$ cat src/rtl/led_frame_sequencer_if.sv
// rtl/led_frame_sequencer_if.sv - pixel stream between frame sequencer and WS2812 bit encoder
//
// px_data   24  GRB pixel, sequencer -> encoder
// px_valid   1  px_data valid, sequencer -> encoder
// px_ready   1  encoder accepts px_data this cycle, encoder -> sequencer
// enc_busy   1  encoder still shifting the last accepted pixel, encoder -> sequencer

interface led_frame_sequencer_if;
    logic [23:0] px_data;
    logic        px_valid;
    logic        px_ready;
    logic        enc_busy;

    modport master (
        output px_data,
        output px_valid,
        input  px_ready,
        input  enc_busy
    );

    modport slave (
        input  px_data,
        input  px_valid,
        output px_ready,
        output enc_busy
    );
endinterface

$ cat src/rtl/led_frame_sequencer.sv
// rtl/led_frame_sequencer.sv - one WS2812 refresh of the tile matrix per frame_start
//
// Walks the ROWS x COLS on/off matrix row by row, serpentine order (even rows
// left-to-right from column 0, odd rows right-to-left from column COLS-1),
// hands one GRB pixel per handshake to the bit encoder, waits for the encoder
// to finish the last pixel, then times the latch gap.
//
// CLOCK_50     in   1      system clock
// reset_n      in   1      asynchronous active-low reset
// frame_start  in   1      single-cycle refresh request (coalesced while busy)
// row_rd       out  1      read strobe to the state store
// row_addr     out  ROW_W  row being read (0 when row_rd is low)
// row_data     in   COLS   row word, valid the cycle after row_rd
// px           master      pixel stream to the encoder (see led_frame_sequencer_if)
// gap          out  1      latch gap being timed
// busy         out  1      any state other than IDLE
// frame_done   out  1      one-cycle pulse in the IDLE cycle that ends the gap

module led_frame_sequencer #(
    parameter int          ROWS         = 16,
    parameter int          COLS         = 12,
    parameter logic [23:0] ON_COLOR     = 24'h00FF00,
    parameter logic [23:0] OFF_COLOR    = 24'h000000,
    parameter int          RESET_CYCLES = 3000,
    localparam int         ROW_W        = (ROWS > 1) ? $clog2(ROWS) : 1
) (
    input  logic                     CLOCK_50,
    input  logic                     reset_n,
    input  logic                     frame_start,
    output logic                     row_rd,
    output logic [ROW_W-1:0]         row_addr,
    input  logic [COLS-1:0]          row_data,
    led_frame_sequencer_if.master    px,
    output logic                     gap,
    output logic                     busy,
    output logic                     frame_done
);

    localparam int COL_W = (COLS > 1) ? $clog2(COLS) : 1;
    localparam int GAP_W = $clog2(RESET_CYCLES + 1);

    localparam logic [2:0] ST_IDLE  = 3'd0;
    localparam logic [2:0] ST_FETCH = 3'd1;
    localparam logic [2:0] ST_WAIT  = 3'd2;
    localparam logic [2:0] ST_SEND  = 3'd3;
    localparam logic [2:0] ST_DRAIN = 3'd4;
    localparam logic [2:0] ST_GAP   = 3'd5;

    logic [2:0]       state_q,   state_d;
    logic [ROW_W-1:0] row_idx_q, row_idx_d;
    logic [COL_W-1:0] col_q,     col_d;
    logic [COLS-1:0]  row_reg_q, row_reg_d;
    logic [GAP_W-1:0] gap_cnt_q, gap_cnt_d;
    logic             pending_q, pending_d;
    logic             done_q,    done_d;

    logic             odd_row;
    logic             last_col;
    logic             last_row;
    logic             px_fire;

    // Odd rows run right-to-left so the chain snakes through the matrix.
    assign odd_row  = row_idx_q[0];
    assign last_col = odd_row ? (col_q == '0) : (col_q == COL_W'(COLS - 1));
    assign last_row = (row_idx_q == ROW_W'(ROWS - 1));
    assign px_fire  = (state_q == ST_SEND) && px.px_ready;

    always_comb begin
        state_d   = state_q;
        row_idx_d = row_idx_q;
        col_d     = col_q;
        row_reg_d = row_reg_q;
        gap_cnt_d = gap_cnt_q;
        done_d    = 1'b0;
        // Any request seen while a frame is in flight is remembered once;
        // further requests collapse into the same flag.
        pending_d = pending_q | (frame_start && (state_q != ST_IDLE));

        case (state_q)
            ST_IDLE: begin
                if (frame_start || pending_q) begin
                    state_d   = ST_FETCH;
                    row_idx_d = '0;
                    pending_d = 1'b0;
                end
            end

            ST_FETCH: begin
                state_d = ST_WAIT;
            end

            ST_WAIT: begin
                // Snapshot the row here; later engine writes to it are not seen.
                row_reg_d = row_data;
                col_d     = odd_row ? COL_W'(COLS - 1) : '0;
                state_d   = ST_SEND;
            end

            ST_SEND: begin
                if (px_fire) begin
                    if (last_col) begin
                        if (last_row) begin
                            state_d = ST_DRAIN;
                        end else begin
                            row_idx_d = row_idx_q + ROW_W'(1);
                            state_d   = ST_FETCH;
                        end
                    end else if (odd_row) begin
                        col_d = col_q - COL_W'(1);
                    end else begin
                        col_d = col_q + COL_W'(1);
                    end
                end
            end

            ST_DRAIN: begin
                // The latch gap must not start until the last pixel has left the encoder.
                if (!px.enc_busy) begin
                    state_d   = ST_GAP;
                    gap_cnt_d = '0;
                end
            end

            ST_GAP: begin
                if (gap_cnt_q == GAP_W'(RESET_CYCLES - 1)) begin
                    state_d   = ST_IDLE;
                    gap_cnt_d = '0;
                    done_d    = 1'b1;
                end else begin
                    gap_cnt_d = gap_cnt_q + GAP_W'(1);
                end
            end

            default: begin
                state_d = ST_IDLE;
            end
        endcase
    end

    always_ff @(posedge CLOCK_50 or negedge reset_n) begin
        if (!reset_n) begin
            state_q   <= ST_IDLE;
            row_idx_q <= '0;
            col_q     <= '0;
            row_reg_q <= '0;
            gap_cnt_q <= '0;
            pending_q <= 1'b0;
            done_q    <= 1'b0;
        end else begin
            state_q   <= state_d;
            row_idx_q <= row_idx_d;
            col_q     <= col_d;
            row_reg_q <= row_reg_d;
            gap_cnt_q <= gap_cnt_d;
            pending_q <= pending_d;
            done_q    <= done_d;
        end
    end

    // Outputs decode straight from registered state, so they hold steady
    // through a stall and drop to zero the instant reset is asserted.
    always_comb begin
        row_rd      = (state_q == ST_FETCH);
        row_addr    = row_rd ? row_idx_q : '0;
        px.px_valid = (state_q == ST_SEND);
        px.px_data  = '0;
        if (state_q == ST_SEND) begin
            px.px_data = row_reg_q[col_q] ? ON_COLOR : OFF_COLOR;
        end
        gap         = (state_q == ST_GAP);
        busy        = (state_q != ST_IDLE);
        frame_done  = done_q;
    end

endmodule

$ cat src/flat_wrapper.sv
// flat-port wrapper written by rule: the top's interface ports become plain ports
module led_frame_sequencer_flat 
#(
    parameter int          ROWS         = 16,
    parameter int          COLS         = 12,
    parameter logic [23:0] ON_COLOR     = 24'h00FF00,
    parameter logic [23:0] OFF_COLOR    = 24'h000000,
    parameter int          RESET_CYCLES = 3000,
    localparam int         ROW_W        = (ROWS > 1) ? $clog2(ROWS) : 1
)
  (CLOCK_50, reset_n, frame_start, row_rd, row_addr, row_data, gap, busy, frame_done, px_px_data, px_px_valid, px_px_ready, px_enc_busy);
  led_frame_sequencer_if px_i ();
  input  logic CLOCK_50;
  input  logic reset_n;
  input  logic frame_start;
  output logic row_rd;
  output logic [ROW_W-1:0] row_addr;
  input  logic [COLS-1:0] row_data;
  output logic gap;
  output logic busy;
  output logic frame_done;
  output wire logic [$bits(px_i.px_data)-1:0] px_px_data;
  output wire logic [$bits(px_i.px_valid)-1:0] px_px_valid;
  input wire logic [$bits(px_i.px_ready)-1:0] px_px_ready;
  input wire logic [$bits(px_i.enc_busy)-1:0] px_enc_busy;
  assign px_px_data = px_i.px_data;
  assign px_px_valid = px_i.px_valid;
  assign px_i.px_ready = px_px_ready;
  assign px_i.enc_busy = px_enc_busy;
  led_frame_sequencer #(.ROWS(ROWS), .COLS(COLS), .ON_COLOR(ON_COLOR), .OFF_COLOR(OFF_COLOR), .RESET_CYCLES(RESET_CYCLES)) u_core (.CLOCK_50(CLOCK_50), .reset_n(reset_n), .frame_start(frame_start), .row_rd(row_rd), .row_addr(row_addr), .row_data(row_data), .px(px_i), .gap(gap), .busy(busy), .frame_done(frame_done));
endmodule
$ cat config.mk
export PLATFORM = sky130hd
export DESIGN_NAME = led_frame_sequencer_flat
export DESIGN_NICKNAME = d
export VERILOG_FILES = /design/src/rtl/led_frame_sequencer_if.sv /design/src/rtl/led_frame_sequencer.sv /design/src/flat_wrapper.sv
export SDC_FILE = /design/constraint.sdc
export NUM_CORES = 1
export LEC_CHECK = 0
export BUFFER_PORTS_ARGS = -buffer_cell sky130_fd_sc_hd__buf_2
export CAP_MARGIN = 15
export CORE_MARGIN = 4
export CORE_UTILIZATION = 30
export CTS_BUF_LIST = sky130_fd_sc_hd__clkbuf_4
export CTS_CLUSTER_SIZE = 25
export DETAILED_ROUTE_END_ITERATION = 10
export GPL_ROUTABILITY_DRIVEN = 0
export GPL_TIMING_DRIVEN = 0
export PLACE_DENSITY = 0.55
export SYNTH_ARGS = -nofsm -noshare
export SYNTH_HDL_FRONTEND = slang
export SYNTH_SLANG_ARGS = --single-unit
$ cat constraint.sdc
create_clock -name CLOCK_50 -period 2.24 [get_ports CLOCK_50]
set_input_delay 0.224 -clock CLOCK_50 [delete_from_list [all_inputs] [get_ports CLOCK_50]]
set_output_delay 0.224 -clock CLOCK_50 [all_outputs]
set_load 0.005 [all_outputs]
==> metrics.txt, run 1 <==
slowest stage delay, CP 0.39 ns; PortBufs 33; Hold Fails Final Rpt 0; DR iter-0 viols 104; startpoint types flop; area of the mapped netlist 2205 um2; clock-pin slew on the worst setup and hold paths 0.13 ns; final setup vio count 0; Syn Inst Count 220; Post-synth top flop dfrtp_1; setup TNS 0 ns; pre-CTS WS 0.03030 ns; final wirelength 4.735 mm; Worst setup startpoint u_core.col_q[0]$_DFFE_PN0P_; Worst Path Arrival 1.92 ns; DR DRC count 0; initial core utilization 31.58%; Tmin final 2.145 ns; FILL cells 703; combinational share of power 48.5%; area share of the largest cell type after synthesis 42.00%; CP max FO 8; number of vias per cell 4.612; largest family of logic cells by synthesized area simple AND/OR/NAND/NOR gates; clock sink count 37; maximum vdd drop 0.0004322 V; Seq/Total Area, Yosys 42.00%; cell chain of the critical path buf_6, mux4_2, mux2i_4, a211oi_4, buf_4, buf_6; vias in the first global route 1576; DIE WIDTH 93.73 um; Slew HR 44.03%; switching share of power 32.07%; Pre-Repair DR Iteration Count 4; Slowest-stage cell, CP dfrtp_1; CTS max path bufs 2; synth top area cells dfrtp_1 (42%), buf_4 (7.8%), mux2_2 (7.2%); async set or reset register ratio after synthesis 100.0%; CP Capture Type primary output; final slew viol count 0; commonest non-fill, non-tap cell in the layout dfrtp_1; core area 6982 um2; clock skew 0.01652 ns; CTS Buf Count 5; mux share of post-synthesis cell area 11.63%; Yosys top cell by area dfrtp_1; WP data required 2.02 ns; CP Capture Point px_px_data[11]; critical path class flop to primary output; dpl cell area 2546 um2; clk_lat worst skew 0.34 ns; slew of the pin with the lowest slew margin 0.8396 ns; largest net degree at the start of global routing 38; gr usage total 10.99%; Mean Syn Cell Area 10.02 um2; RR Startpoint u_core.gap_cnt_q[0]$_DFFE_PN0P_; ANT nets after route 0; CTS H-tree lvls 2; most frequent cells in the layout dfrtp_1 (36), buf_2 (27), buf_4 (24), conb_1 (16); via count 1725; Yosys cell types 51; simple-gate share of the synthesized area 16.91%; P&R area growth vs syn 24.18%; WP buf/inv 3; Root Driver clkbuf_4; CP dominant cell by count buf_6; I/O pin cnt 50; Final Cycle Share 95.76%; worst setup margin 0.09494 ns; Hold WC Path Type input pin to flop; Switch Pwr 957.1 uW; outcome finished clean; sequential share of power 32.0%; CP top delay family multiplexers; Crit path depth 6; diodes inserted 0; antenna violations before repair 0; R2R setup slack 0.29 ns; fin area 2738 um2; reg2reg path depth 6; Core Rows 30; LEAKAGE 1.247 nW; TritonCTS clock tree built; die height 93.73 um; Power Internal 2.027 mW; GRT Residual Overflow 0; Max Cap Viol 0; Clk network pwr share 19.5%; worst hold slack 0.09960 ns; WL/cell 12.66 um; Post-Synth XOR/XNOR Area 0.3973%; Max Clock Freq 0.4662 GHz; Final nets 299; register bit total from synthesis 37; Ys Warns 0; die area 8784 um2; Synth Area in Adders 3.178%; pwr dens 1090 nW/um2; layout cells sized above 1 35.97%; global-route wire length before repair 7.728 mm; number of enable flip-flop cells after synthesis 0; R2R Path End u_core.state_q[0]$_DFFE_PN0P_; RSZ-0062 raised after global routing true; Compound-Gate Fraction of Synth Area 14.36%; HPWL Detailed 3.376 mm
## registers in the layout, indices dropped and copies added, names as in the netlist
register and cells:
u_core.gap_cnt_q 12, u_core.col_q 4, u_core.row_idx_q 4, u_core.frame_done 1
u_core.row_reg_q 12, u_core.state_q 3, u_core.pending_q 1
## synthesized netlist by cell type (2+ instances only)
library cell,n
a21oi_1,12
a31oi_1,8
and2_1,5
and3_1,4
buf_4,23
buf_6,2
dfrtp_1,37
ha_1,4
inv_1,12
mux2_2,14
mux2i_1,2
mux4_1,3
nand2_1,15
nand3_1,13
nand4_1,2
nor2_1,8
nor3_1,6
nor4_1,3
o21ai_0,14
o21ai_1,2
## area by class of cell
class | count | area [um2] | area share (%)
inverters | 12 | 45.04 | 1.645
multi-input cells | 159 | 1111 | 40.59
clock buffers | 5 | 37.54 | 1.371
plain buffers | 27 | 205.2 | 7.495
repair buffers | 35 | 226.5 | 8.272
well taps | 96 | 120.1 | 4.388
flip-flops and latches | 37 | 927.1 | 33.87
clock inverters | 3 | 65.06 | 2.377
## metal layers
layer	global-route usage, %	wire [um]	part of all wire [%]	vias up
li1	-	-	-	871
met1	15.20	2295	48	796
met2	17.03	2150	45	56
met3	2.404	250	5.3	2
met4	3.610	38	0.80	0
met5	0	0	0	-
## through the flow
stage               util, %  total power, mW  instances
floorplan                 -            1.777        235
global placement      36.47            2.086        364
detailed placement    36.47            2.107        364
CTS                   38.26            2.779        373
global route          39.21            3.197        374
finish                39.21            2.985        374
## cells by family (layout without fill, tap and decap cells)
logic type	Yosys count	count (layout)
flip-flops	37	37
buffers and inverters	39	82
multiplexers	19	19
XOR/XNOR	1	1
other	1	16
AND/OR/NAND/NOR	69	69
adder cells (fa/ha/maj)	5	5
AO/OA/AOI/OAI	49	49
## power by group through the flow
stage               clock network, mW  logic [mW]  registers, mW
floorplan                           0       0.861          0.915
global placement                    0        1.13          0.955
detailed placement                  0        1.15          0.961
CTS                             0.601        1.23          0.952
global route                    0.626        1.59          0.977
finish                          0.582        1.45          0.954
## how the worst min path moves through the flow
stage | start | to | slack (ns) | depth (start not counted)
final | row_data[6] | u_core.row_reg_q[6]$_DFFE_PN0P_ | 0.1 | 2
after detailed placement | reset_n | u_core.frame_done$_DFF_PN0_ | 0.39 | 1
after floorplan | reset_n | u_core.col_q[0]$_DFFE_PN0P_ | -0.07 | 0
after global placement | reset_n | u_core.frame_done$_DFF_PN0_ | 0.40 | 1
after global routing | row_data[5] | u_core.row_reg_q[5]$_DFFE_PN0P_ | 0.08 | 2
after CTS | row_data[6] | u_core.row_reg_q[6]$_DFFE_PN0P_ | 0.08 | 2
## timing repair
| item | CTS | global route |
|---|---|---|
| endpoints found under the setup margin | 8 | 20 |
| pin swaps | 1 | 2 |
| hold buffers | 1 | 0 |
| gates resized for setup | 6 | 12 |
| endpoints found under the hold margin | 5 | 0 |
| buffers inserted | 0 | 1 |
(Power assumes the default switching activity.)
==> run 2: changes to the inputs <==
--- a/config.mk
+++ b/config.mk
@@ -5,15 +5,16 @@
 export SDC_FILE = /design/constraint.sdc
 export NUM_CORES = 1
 export LEC_CHECK = 0
+export ABC_CLOCK_PERIOD_IN_PS = 2240
 export BUFFER_PORTS_ARGS = -buffer_cell sky130_fd_sc_hd__buf_2
 export CAP_MARGIN = 15
+export CORE_ASPECT_RATIO = 0.9
 export CORE_MARGIN = 4
 export CORE_UTILIZATION = 30
 export CTS_BUF_LIST = sky130_fd_sc_hd__clkbuf_4
 export CTS_CLUSTER_SIZE = 25
 export DETAILED_ROUTE_END_ITERATION = 10
 export GPL_ROUTABILITY_DRIVEN = 0
-export GPL_TIMING_DRIVEN = 0
 export PLACE_DENSITY = 0.55
 export SYNTH_ARGS = -nofsm -noshare
 export SYNTH_HDL_FRONTEND = slang
==> run 2 against run 1 <==
Combinational power is 37% lower. Sequential power is 1% higher. Register-to-register slack worse by 0.03 ns. Largest cell class unchanged. Non-clock buffer count is 23 lower. Clock-buffer cell count stayed put. Largest power group is now sequential cells. Setup slack better by 0.097 ns.
==> metrics.txt, run 2 (synthesized netlist as in run 1, its figures left out) <==
Max Cap Viol 0; critical path class flop to primary output; final slew viol count 0; Pre-Repair DR Iteration Count 4; via count 1652; TritonCTS clock tree built; Final nets 276; CP max FO 8; Power, Total 2.212 mW; ANT nets after route 0; DIE WIDTH 98.36 um; DR iter-0 viols 95; Final Util 34.32%; R2R Path End u_core.row_idx_q[2]$_DFFE_PN0P_; CP Capture Type primary output; vias in the first global route 1516; GRT Residual Overflow 0; largest net degree at the start of global routing 38; hold depth 2; core area 7112 um2; DR DRC count 0; cell chain of the critical path mux4_1, mux2i_1, a211oi_2, buf_2; Final Cycle Share 91.44%; final wirelength 4.379 mm; final setup vio count 0; biggest regs u_core.gap_cnt_q x12, u_core.row_reg_q x12; Slew HR 43.73%; dpl cell area 2367 um2; global-route wire length before repair 7.389 mm; CTS max path bufs 2; startpoint types flop; commonest non-fill, non-tap cell in the layout dfrtp_1; WL/cell 12.58 um; clock skew 0.008777 ns; R2R setup slack 0.26 ns; HPWL Detailed 3.250 mm; P&R area growth vs syn 10.73%; Hold EP u_core.row_reg_q[7]$_DFFE_PN0P_; gr usage total 10.53%; PortBufs 33; Hold Startpoint row_data[7]; diodes inserted 0; Hold WC Path Type input pin to flop; Worst setup startpoint u_core.col_q[0]$_DFFE_PN0P_; slew of the pin with the lowest slew margin 0.8441 ns; LEAKAGE 1.103 nW; Worst Path Arrival 1.82 ns; Core Rows 29; Slowest-stage cell, CP mux4_1; layout cells sized above 1 26.67%; die height 89.33 um; pre-CTS WS 0.2710 ns; initial core utilization 31.00%; CTS H-tree lvls 2; reg2reg path depth 6; Tmin final 2.048 ns; RSZ-0062 raised after global routing false; I/O pin cnt 50; pwr dens 906.2 nW/um2; clk_lat worst skew 0.33 ns; antenna violations before repair 0; number of vias per cell 4.747; Max Clock Freq 0.4882 GHz; RR Startpoint u_core.col_q[0]$_DFFE_PN0P_; fin area 2441 um2; outcome finished clean; CTS Buf Count 5; most frequent cells in the layout dfrtp_1 (36), buf_2 (33), conb_1 (16), nand2_1 (15); clock sink count 37; WP data required 2.02 ns; FILL cells 777; setup TNS 0 ns; Hold Fails Final Rpt 0; maximum vdd drop 0.0004345 V; die area 8786 um2; slowest stage delay, CP 0.57 ns; clock-pin slew on the worst setup and hold paths 0.11 ns; worst setup margin 0.1916 ns; Root Driver clkbuf_4
run 2: cell count changes in the layout (fill, tap and decap cells not counted), sizes merged:
cell,delta
clkbuf,-1
bufinv,-2
buf,-22
clkinv,+2
run 2: where the power goes:
part | internal, mW | switching [mW] | total (mW) | leakage, nW
combinational | 0.490 | 0.425 | 0.915 | 0.662
sequential | 0.816 | 0.149 | 0.965 | 0.411
clock | 0.114 | 0.218 | 0.332 | 0.0300
run 2: layout make-up:
type                    count  area, um2  area share (%)
flip-flops and latches     37      927.1           37.98
clock inverters             3      12.51          0.5126
inverters                  12      45.04           1.845
clock buffers               5      37.54           1.538
repair buffers             39      212.7           8.713
multi-input cells         159       1090           44.64
well taps                  93      116.4           4.767
run 2: stage by stage:
step | hold WS, ns | instances
detailed placement | 0.3862 | 338
global route | 0.08940 | 348
global placement | 0.3802 | 338
floorplan | -0.07159 | 235
CTS | 0.09470 | 347
finish | 0.1150 | 348
run 2: metal layers:
metal / GRT usage (%) / wire [um] / vias up
li1: - / - / 829
met1: 14.77 / 2247 / 787
met2: 15.65 / 1853 / 31
met3: 2.886 / 224 / 5
met4: 3.722 / 53 / 0
met5: 0 / 0 / -
run 2: repair_timing:
item | 4_1_cts | 5_1_grt
endpoints found under the hold margin | 15 | 0
gates cloned | 0 | 0
hold buffers | 1 | 0
buffers inserted | 0 | 1
pin swaps | 0 | 1
gates resized for setup | 1 | 1
endpoints found under the setup margin | 8 | 8
run 2: worst max-delay path by stage:
stage / cells after the start / endpoint
finish: 4 / px_px_data[8]
global route: 4 / px_px_data[8]
CTS: 4 / px_px_data[8]
detailed placement: 4 / px_px_data[8]
global placement: 4 / px_px_data[10]
floorplan: 5 / px_px_data[10]
run 2: worst max-delay path, delay by kind of cell (launching register included):
family	cells	cell delay, ns
flops	1	0.46
buf+inv	1	0.15
mux	2	0.75
compound gates	1	0.13
==> run 3: changes to the inputs <==
--- a/config.mk
+++ b/config.mk
@@ -10,12 +10,12 @@
 export CAP_MARGIN = 15
 export CORE_ASPECT_RATIO = 0.9
 export CORE_MARGIN = 4
-export CORE_UTILIZATION = 30
+export CORE_UTILIZATION = 45
 export CTS_BUF_LIST = sky130_fd_sc_hd__clkbuf_4
 export CTS_CLUSTER_SIZE = 25
 export DETAILED_ROUTE_END_ITERATION = 10
 export GPL_ROUTABILITY_DRIVEN = 0
-export PLACE_DENSITY = 0.55
+export PLACE_DENSITY = 0.74
 export SYNTH_ARGS = -nofsm -noshare
 export SYNTH_HDL_FRONTEND = slang
 export SYNTH_SLANG_ARGS = --single-unit
==> run 3 against run 2 <==
Via count grew 4.0%. Wire length grew 0.78%. Power grew 12%. Sequential power grew 1%. Global-route usage grew 4.8 points. Largest cell class unchanged. Largest power group is now combinational logic. Highest routed layer unchanged.
==> metrics.txt, run 3 (synthesized netlist as in run 1, its figures left out) <==
R2R setup slack 0.27 ns; fin area 2451 um2; Final nets 279; maximum vdd drop 0.0006581 V; LEAKAGE 1.113 nW; TritonCTS clock tree built; Power, Total 2.485 mW; PortBufs 33; Final Cycle Share 95.27%; Worst Path Arrival 1.91 ns; via count 1718; clock-pin slew on the worst setup and hold paths 0.13 ns; slew of the pin with the lowest slew margin 0.7930 ns; RR Startpoint u_core.col_q[0]$_DFFE_PN0P_; Hold Startpoint row_data[6]; vias in the first global route 1493; die area 6084 um2; biggest regs u_core.gap_cnt_q x12, u_core.row_reg_q x12; clock sink count 37; outcome finished clean; startpoint types flop; pwr dens 1014 nW/um2; Placed Cells 306; initial core utilization 47.88%; final wirelength 4.413 mm; clk_lat worst skew 0.38 ns; P&R area growth vs syn 11.18%; I/O pin cnt 50; Hold Fails Final Rpt 0; FILL cells 445; setup TNS 0 ns; Tmin final 2.134 ns; antenna violations before repair 0; Post-Layout Cell Count 320; CTS Buf Count 5; pre-CTS WS 0.2607 ns; worst setup margin 0.1060 ns; Pre-Repair DR Iteration Count 4; Root Driver clkbuf_4; layout cells sized above 1 29.84%; GRT Residual Overflow 0; Slew HR 47.13%; ANT nets after route 0; RSZ-0062 raised after global routing false; DIE WIDTH 81.78 um; most frequent cells in the layout dfrtp_1 (36), buf_2 (33), conb_1 (16), nand2_1 (15); worst hold slack 0.06624 ns; core area 4604 um2; Final Util 53.23%; CTS max path bufs 2; HPWL Detailed 3.029 mm; critical path class flop to primary output; DR DRC count 0; dpl cell area 2321 um2; final setup vio count 0; final slew viol count 0; die height 74.40 um; commonest non-fill, non-tap cell in the layout dfrtp_1; CP Capture Type primary output; clock skew 0.02363 ns; hold depth 2; Max Clock Freq 0.4686 GHz; Hold WC Path Type input pin to flop; WP data required 2.02 ns; WL/cell 13.79 um; Core Rows 23; CP max FO 8; gr usage total 15.31%; diodes inserted 0; global-route wire length before repair 6.962 mm; CTS H-tree lvls 2; Max Cap Viol 0; Hold EP u_core.row_reg_q[6]$_DFFE_PN0P_; largest net degree at the start of global routing 38; reg2reg path depth 6; number of vias per cell 5.369; R2R Path End u_core.row_idx_q[2]$_DFFE_PN0P_; DR iter-0 viols 130
[run 3: how the worst max path moves through the flow]
stage                                     start  slack [ns]  cells after the start        endpoint
floorplan           u_core.col_q[0]$_DFFE_PN0P_        0.29                      5  px_px_data[10]
global placement    u_core.col_q[0]$_DFFE_PN0P_        0.35                      4  px_px_data[10]
detailed placement  u_core.col_q[0]$_DFFE_PN0P_        0.26                      4  px_px_data[15]
CTS                 u_core.col_q[0]$_DFFE_PN0P_       0.002                      4  px_px_data[15]
global route        u_core.col_q[0]$_DFFE_PN0P_        0.01                      5   px_px_data[8]
finish              u_core.col_q[0]$_DFFE_PN0P_        0.11                      5  px_px_data[15]
[run 3: area by class of cell]
type                       count  area (um2)  share of cell area [%]
multi-input combinational    159        1082                   44.16
tap                           62       77.57                   3.165
clock buffer                   5       37.54                   1.531
clock inverter                 3       46.29                   1.889
sequential                    37       927.1                   37.83
timing repair buffer          42       235.2                   9.597
inverter                      12       45.04                   1.838
[run 3: power breakdown]
part,internal (mW),leakage [nW],switching [mW]
registers,0.815,0.411,0.160
logic,0.558,0.660,0.463
clock network,0.236,0.0414,0.252
total,1.61,1.11,0.876
[run 3: critical path: stages, from the launching register on]
cell      delay, ns
dfrtp_2        0.47
mux4_2         0.51
mux2i_1        0.18
a211oi_2       0.09
buf_4          0.16
buf_2          0.13
[run 3: timing repair]
item / CTS / global route
buffers inserted: 0 / 5
pin swaps: 0 / 1
hold buffers: 1 / 0
hold endpoints to repair: 37 / 0
setup endpoints to repair: 8 / 8
resized for setup: 1 / 5
[run 3: layer usage]
metal  global-route usage (%)  share of wire, %
met1                    21.37                47
met2                    21.79                44
met3                    5.690               7.3
met4                    5.535               1.5
met5                        0                 0
